<file path="config.mk">
export PLATFORM = sky130hd
export DESIGN_NAME = pulse_timestamp_fifo
export DESIGN_NICKNAME = d
export VERILOG_FILES = /design/src/rtl/pulse_timestamp_fifo.sv
export SDC_FILE = /design/constraint.sdc
export NUM_CORES = 1
export LEC_CHECK = 0
export CORE_MARGIN = 2
export CORE_UTILIZATION = 30
export CTS_CLUSTER_SIZE = 25
export DETAILED_ROUTE_END_ITERATION = 6
export DONT_BUFFER_PORTS = 1
export SYNTH_ARGS = -nofsm -noshare
export SYNTH_HDL_FRONTEND = slang
export SYNTH_SLANG_ARGS = --single-unit
</file>
<file path="constraint.sdc">
create_clock -name clk -period 4.33 [get_ports clk]
set_clock_uncertainty 0.15 [all_clocks]
set_input_delay 0.2165 -clock clk [delete_from_list [all_inputs] [get_ports clk]]
set_output_delay 0.2165 -clock clk [all_outputs]
set_load 0.005 [all_outputs]
</file>
<file path="src/rtl/pulse_timestamp_fifo.sv">
// Pulse timestamp FIFO: stamps each rising edge of pulse_in with a free-running
// timestamp and buffers the stamps in a show-ahead FIFO drained by rd_en.
// Overflowing events are dropped, flagged (sticky) and counted (saturating).
//
// Ports:
//   clk       rising-edge clock
//   rst       synchronous active-high reset
//   en        timestamp counter enable
//   pulse_in  event input, may stay high for several cycles (one event per rise)
//   rd_en     pop request, ignored while rd_valid=0
//   clr_ovf   clears overflow and drop_cnt (a same-cycle drop wins)
//   rd_data   head-of-FIFO stamp, 0 when empty
//   rd_valid  FIFO not empty
//   level     number of stored entries
//   full      level == DEPTH
//   overflow  sticky drop flag
//   drop_cnt  saturating dropped-event count
module pulse_timestamp_fifo #(
    parameter int unsigned TS_W   = 16,
    parameter int unsigned DEPTH  = 4,
    parameter int unsigned DROP_W = 8
) (
    input  logic                     clk,
    input  logic                     rst,
    input  logic                     en,
    input  logic                     pulse_in,
    input  logic                     rd_en,
    input  logic                     clr_ovf,
    output logic [TS_W-1:0]          rd_data,
    output logic                     rd_valid,
    output logic [$clog2(DEPTH):0]   level,
    output logic                     full,
    output logic                     overflow,
    output logic [DROP_W-1:0]        drop_cnt
);

    localparam int unsigned AW = $clog2(DEPTH);
    localparam int unsigned LW = AW + 1;

    logic [TS_W-1:0]   ts;
    logic              pulse_q;
    logic [TS_W-1:0]   mem [DEPTH];
    logic [AW-1:0]     wr_ptr;
    logic [AW-1:0]     rd_ptr;

    logic              ev;
    logic              pop;
    logic              push;
    logic              drop;
    logic [LW-1:0]     level_after_pop;
    logic [LW-1:0]     level_nxt;
    logic [AW-1:0]     rd_ptr_nxt;
    logic [TS_W-1:0]   head_nxt;
    logic [DROP_W-1:0] drop_cnt_nxt;
    logic              overflow_nxt;

    // Event detect, push/pop/drop decisions and the next show-ahead head value
    always_comb begin
        ev              = pulse_in & ~pulse_q;
        pop             = rd_en & rd_valid;
        // A pop frees the slot in the same edge, so full+pop still accepts the write
        push            = ev & (~full | pop);
        drop            = ev & full & ~pop;
        level_after_pop = level - LW'(pop);
        level_nxt       = level_after_pop + LW'(push);
        rd_ptr_nxt      = pop ? rd_ptr + AW'(1) : rd_ptr;

        head_nxt = '0;
        if (level_nxt != '0) begin
            // The new stamp becomes the head only if nothing older survives the pop
            if (push && (level_after_pop == '0)) begin
                head_nxt = ts;
            end else begin
                head_nxt = mem[rd_ptr_nxt];
            end
        end

        overflow_nxt = overflow;
        drop_cnt_nxt = drop_cnt;
        if (drop) begin
            overflow_nxt = 1'b1;
            if (clr_ovf) begin
                drop_cnt_nxt = DROP_W'(1);
            end else if (drop_cnt != {DROP_W{1'b1}}) begin
                drop_cnt_nxt = drop_cnt + DROP_W'(1);
            end
        end else if (clr_ovf) begin
            overflow_nxt = 1'b0;
            drop_cnt_nxt = '0;
        end
    end

    // Storage array; contents need no reset since level gates visibility
    always_ff @(posedge clk) begin
        if (!rst && push) begin
            mem[wr_ptr] <= ts;
        end
    end

    // Control state and registered outputs
    always_ff @(posedge clk) begin
        if (rst) begin
            ts       <= '0;
            pulse_q  <= 1'b0;
            wr_ptr   <= '0;
            rd_ptr   <= '0;
            level    <= '0;
            rd_valid <= 1'b0;
            full     <= 1'b0;
            rd_data  <= '0;
            overflow <= 1'b0;
            drop_cnt <= '0;
        end else begin
            if (en) begin
                ts <= ts + TS_W'(1);
            end
            pulse_q  <= pulse_in;
            if (push) begin
                wr_ptr <= wr_ptr + AW'(1);
            end
            rd_ptr   <= rd_ptr_nxt;
            level    <= level_nxt;
            rd_valid <= (level_nxt != '0);
            full     <= (level_nxt == LW'(DEPTH));
            rd_data  <= head_nxt;
            overflow <= overflow_nxt;
            drop_cnt <= drop_cnt_nxt;
        end
    end

endmodule

</file>
==> flow_summary.ini <==
[yosys]
ys.warnings.count = 0
yosys.area.top_type = edfxtp_1
synth_area_leaders = edfxtp_1 38%, dfxtp_1 20%, o21ai_0 3.6%
async_flop_share_pct = 0
syn_area_per_cell_um2 = 11.8
synth.ff_latch_count = 115
syn-instance-count = 425
syn-num-nets = 441
synth_edf_count = 64
netlist_area_um2 = 5000
synthFlopType = edfxtp_1
synth.distinct_cells = 47
yosysTopAreaCellShare_pct = 38.4
ys_seq_area_share_pct = 58.8

[worst_setup_path]
slowest_stage = and2_1
endpoint_kind = flop
path_delay_family = buffers and inverters
rr_startpoint = rd_valid
rr_endpoint = rd_data[12]
crit_arrival_ns = 3.71
crit_type = flop to flop
cpPeakStageDelay_ns = 0.67
startpoint_type = flop
reg2reg_slack_ns = 0.81
path_common_cell = ha_1
required_ns = 4.52
path_buf_inv = 4
r2r_cells = 12
worst-path-max-fanout = 35
path_cells = nand2_1 > buf_4 > clkinv_1 > buf_4 > ha_1 > ha_1 > inv_1 > ha_1 > xnor3_1 > a21oi_2 > and2_1 > a32o_1

[timing]
drv_slew = 0
finalCritPeriodShare_pct = 81.2
setup_tns_ns = 0
setup_viol = 0
min_period_ns = 3.52
slew_headroom_pct = 22.7
max_freq_mhz = 284
final_hold_viol_count = 0
grt_setup_unrepaired = false
tightest_slew_ns = 1.16

[cts]
clock-root-buffer = clkbuf_16
clk-insertion-delay-late_ns = 0.40
numCtsBuffers = 17
max-clock-path-buffers = 2
cts_tree = yes
clk_pin_slew_ns = 0.05
cts_setup_buffers = 0
cts-htree-levels = 4
cts.sinks = 115

[finish]
num_antenna_cells = 0
drive_gt1_share_pct = 12.1
syn2layout_area_growth_pct = 16.6
finalInstanceArea_um2 = 5830
fin_nets = 441
layout_commonest_cell = edfxtp_1
fillCellCount = 1616
most-common-layout-cells = 64 x edfxtp_1, 51 x dfxtp_1, 36 x o21ai_0

[global_route]
grt_pass1_wl_mm = 18.9
grt_max_degree = 66
antenna_found_initial = 0
grt_remaining_overflow = 0
grt_pass1_vias = 3434
grt.total_usage_pct = 13.8

[placed_design]
io_buffers = 0
gp_congestion = 0.790
dp_hpwl_mm = 7.07
placed_area_um2 = 5180

[power]
p_per_area_nw_per_um2 = 578
p_seq_share_pct = 40.5
intPower_mw = 2.44
netSwitchingFraction_pct = 27.6
p_switching_mw = 0.929
power_frac_comb_pct = 18.0
peakVddDrop_v = 0.000208
pwr-share-clk_pct = 41.4
leakage_nw = 1.97

[flow_run]
cap_violations = 0

[die]
start_util_pct = 30.4
dieArea_um2 = 17700
core_area_um2 = 16500
std_cell_rows = 47
die_h_um = 133
io_pins = 36
die_w_um = 133

[drt]
routed_wl_mm = 11.7
antenna_left = 0
vias_per_cell = 5.29
first_pass_iters = 5
drcViolationCount = 0
via_count = 3477
routedWlPerCell_um = 17.8
drtIter0Drc = 333

[worst_hold_path]
min_to = ts[15]
hold_start = rst
hold_path_depth = 3
min_path_type = input port to flop

[status]
status = completed
tightest hold or removal path: cells and delay by family:
kind	cells	cell delay, ns
AO/OA/AOI/OAI	2	0.25
AND/OR/NAND/NOR	1	0.08
cells in the mapped netlist, drive strengths merged (8+ instances only):
| library cell | n |
|---|---|
| nor2 | 22 |
| clkbuf | 21 |
| a32o | 16 |
| nor3b | 16 |
| o21ai | 36 |
| nand2 | 11 |
| and2 | 8 |
| ha | 10 |
| xor2 | 8 |
| edfxtp | 64 |
| dfxtp | 51 |
| o221ai | 16 |
| a21oi | 15 |
| buf | 8 |
| nor3 | 19 |
| o22ai | 16 |
| mux2 | 16 |
power groups by stage:
stage	Sequential (mW)	Clock [mW]	Combinational, mW
floorplan	1.34	0	0.492
global placement	1.40	0	0.568
detailed placement	1.40	0	0.594
CTS	1.37	1.42	0.608
global route	1.38	1.47	0.671
finish	1.36	1.40	0.607
area by class of cell:
type                            instances  area, um^2  area share, %
Inverter                                8        30.0          0.515
Multi-Input combinational cell        273        1900           32.6
Clock inverter                          9         131           2.25
Timing Repair Buffer                   10        87.6           1.50
Tap cell                              220         275           4.72
Clock buffer                           22         464           7.96
Sequential cell                       115        2940           50.5
kinds of logic (layout without fill, tap and decap cells):
family                   count (synthesis)  in the layout  share of synthesized area, %
adder cells (fa/ha/maj)                 10             10                          2.50
AND/OR/NAND/NOR                        119            119                          13.4
buffers and inverters                   37             49                          3.20
multiplexers                            17             17                          3.80
AO/OA/AOI/OAI                          111            111                          15.1
XOR/XNOR                                16             16                          3.08
flip-flops                             115            115                          58.8
what timing repair did:
item,in CTS,in global routing
hold buffers,5,0
gates resized for setup,0,0
endpoints found under the hold margin,35,0
worst max-delay path by stage:
stage,from,to,slack (ns),cells past startpoint
6_report,rd_valid,rd_data[12],0.81,12
5_1_grt,rd_valid,rd_data[12],0.57,12
4_1_cts,rd_valid,rd_data[0],0.85,12
3_5_place_dp,rd_valid,rd_data[9],0.88,12
3_3_place_gp,rd_valid,rd_data[1],0.98,12
2_1_floorplan,rd_valid,rd_data[7],1.50,13
state kept, by name, summed over array words and instances (netlist names):
register and cells:
mem 64, rd_data 16, ts 16, drop_cnt 8
level 3, rd_ptr 2, wr_ptr 2, full 1
overflow 1, pulse_q 1, rd_valid 1
metal layers:
metal / wire length, um / vias to the layer above / global-route usage [%]
met3: 693 / 7 / 4.41
met1: 5180 / 1717 / 17.3
met2: 5710 / 116 / 22.5
met5: 0 / - / 0
met4: 112 / 0 / 5.26
li1: - / 1637 / -
through the flow:
| step | util [%] | total power [mW] | hold WS, ns | instances | worst slack [ns] |
|---|---|---|---|---|---|
| after floorplan | - | 1.83 | 0.136 | 425 | 1.50 |
| final | 35.4 | 3.37 | 0.0366 | 657 | 0.812 |
| after CTS | 35.4 | 3.40 | 0.00999 | 657 | 0.847 |
| after global routing | 35.4 | 3.52 | 0.0359 | 657 | 0.566 |
| after global placement | 31.5 | 1.96 | 0.141 | 621 | 0.979 |
| after detailed placement | 31.5 | 1.99 | 0.145 | 621 | 0.876 |
Power figures use the tool's default switching activity.
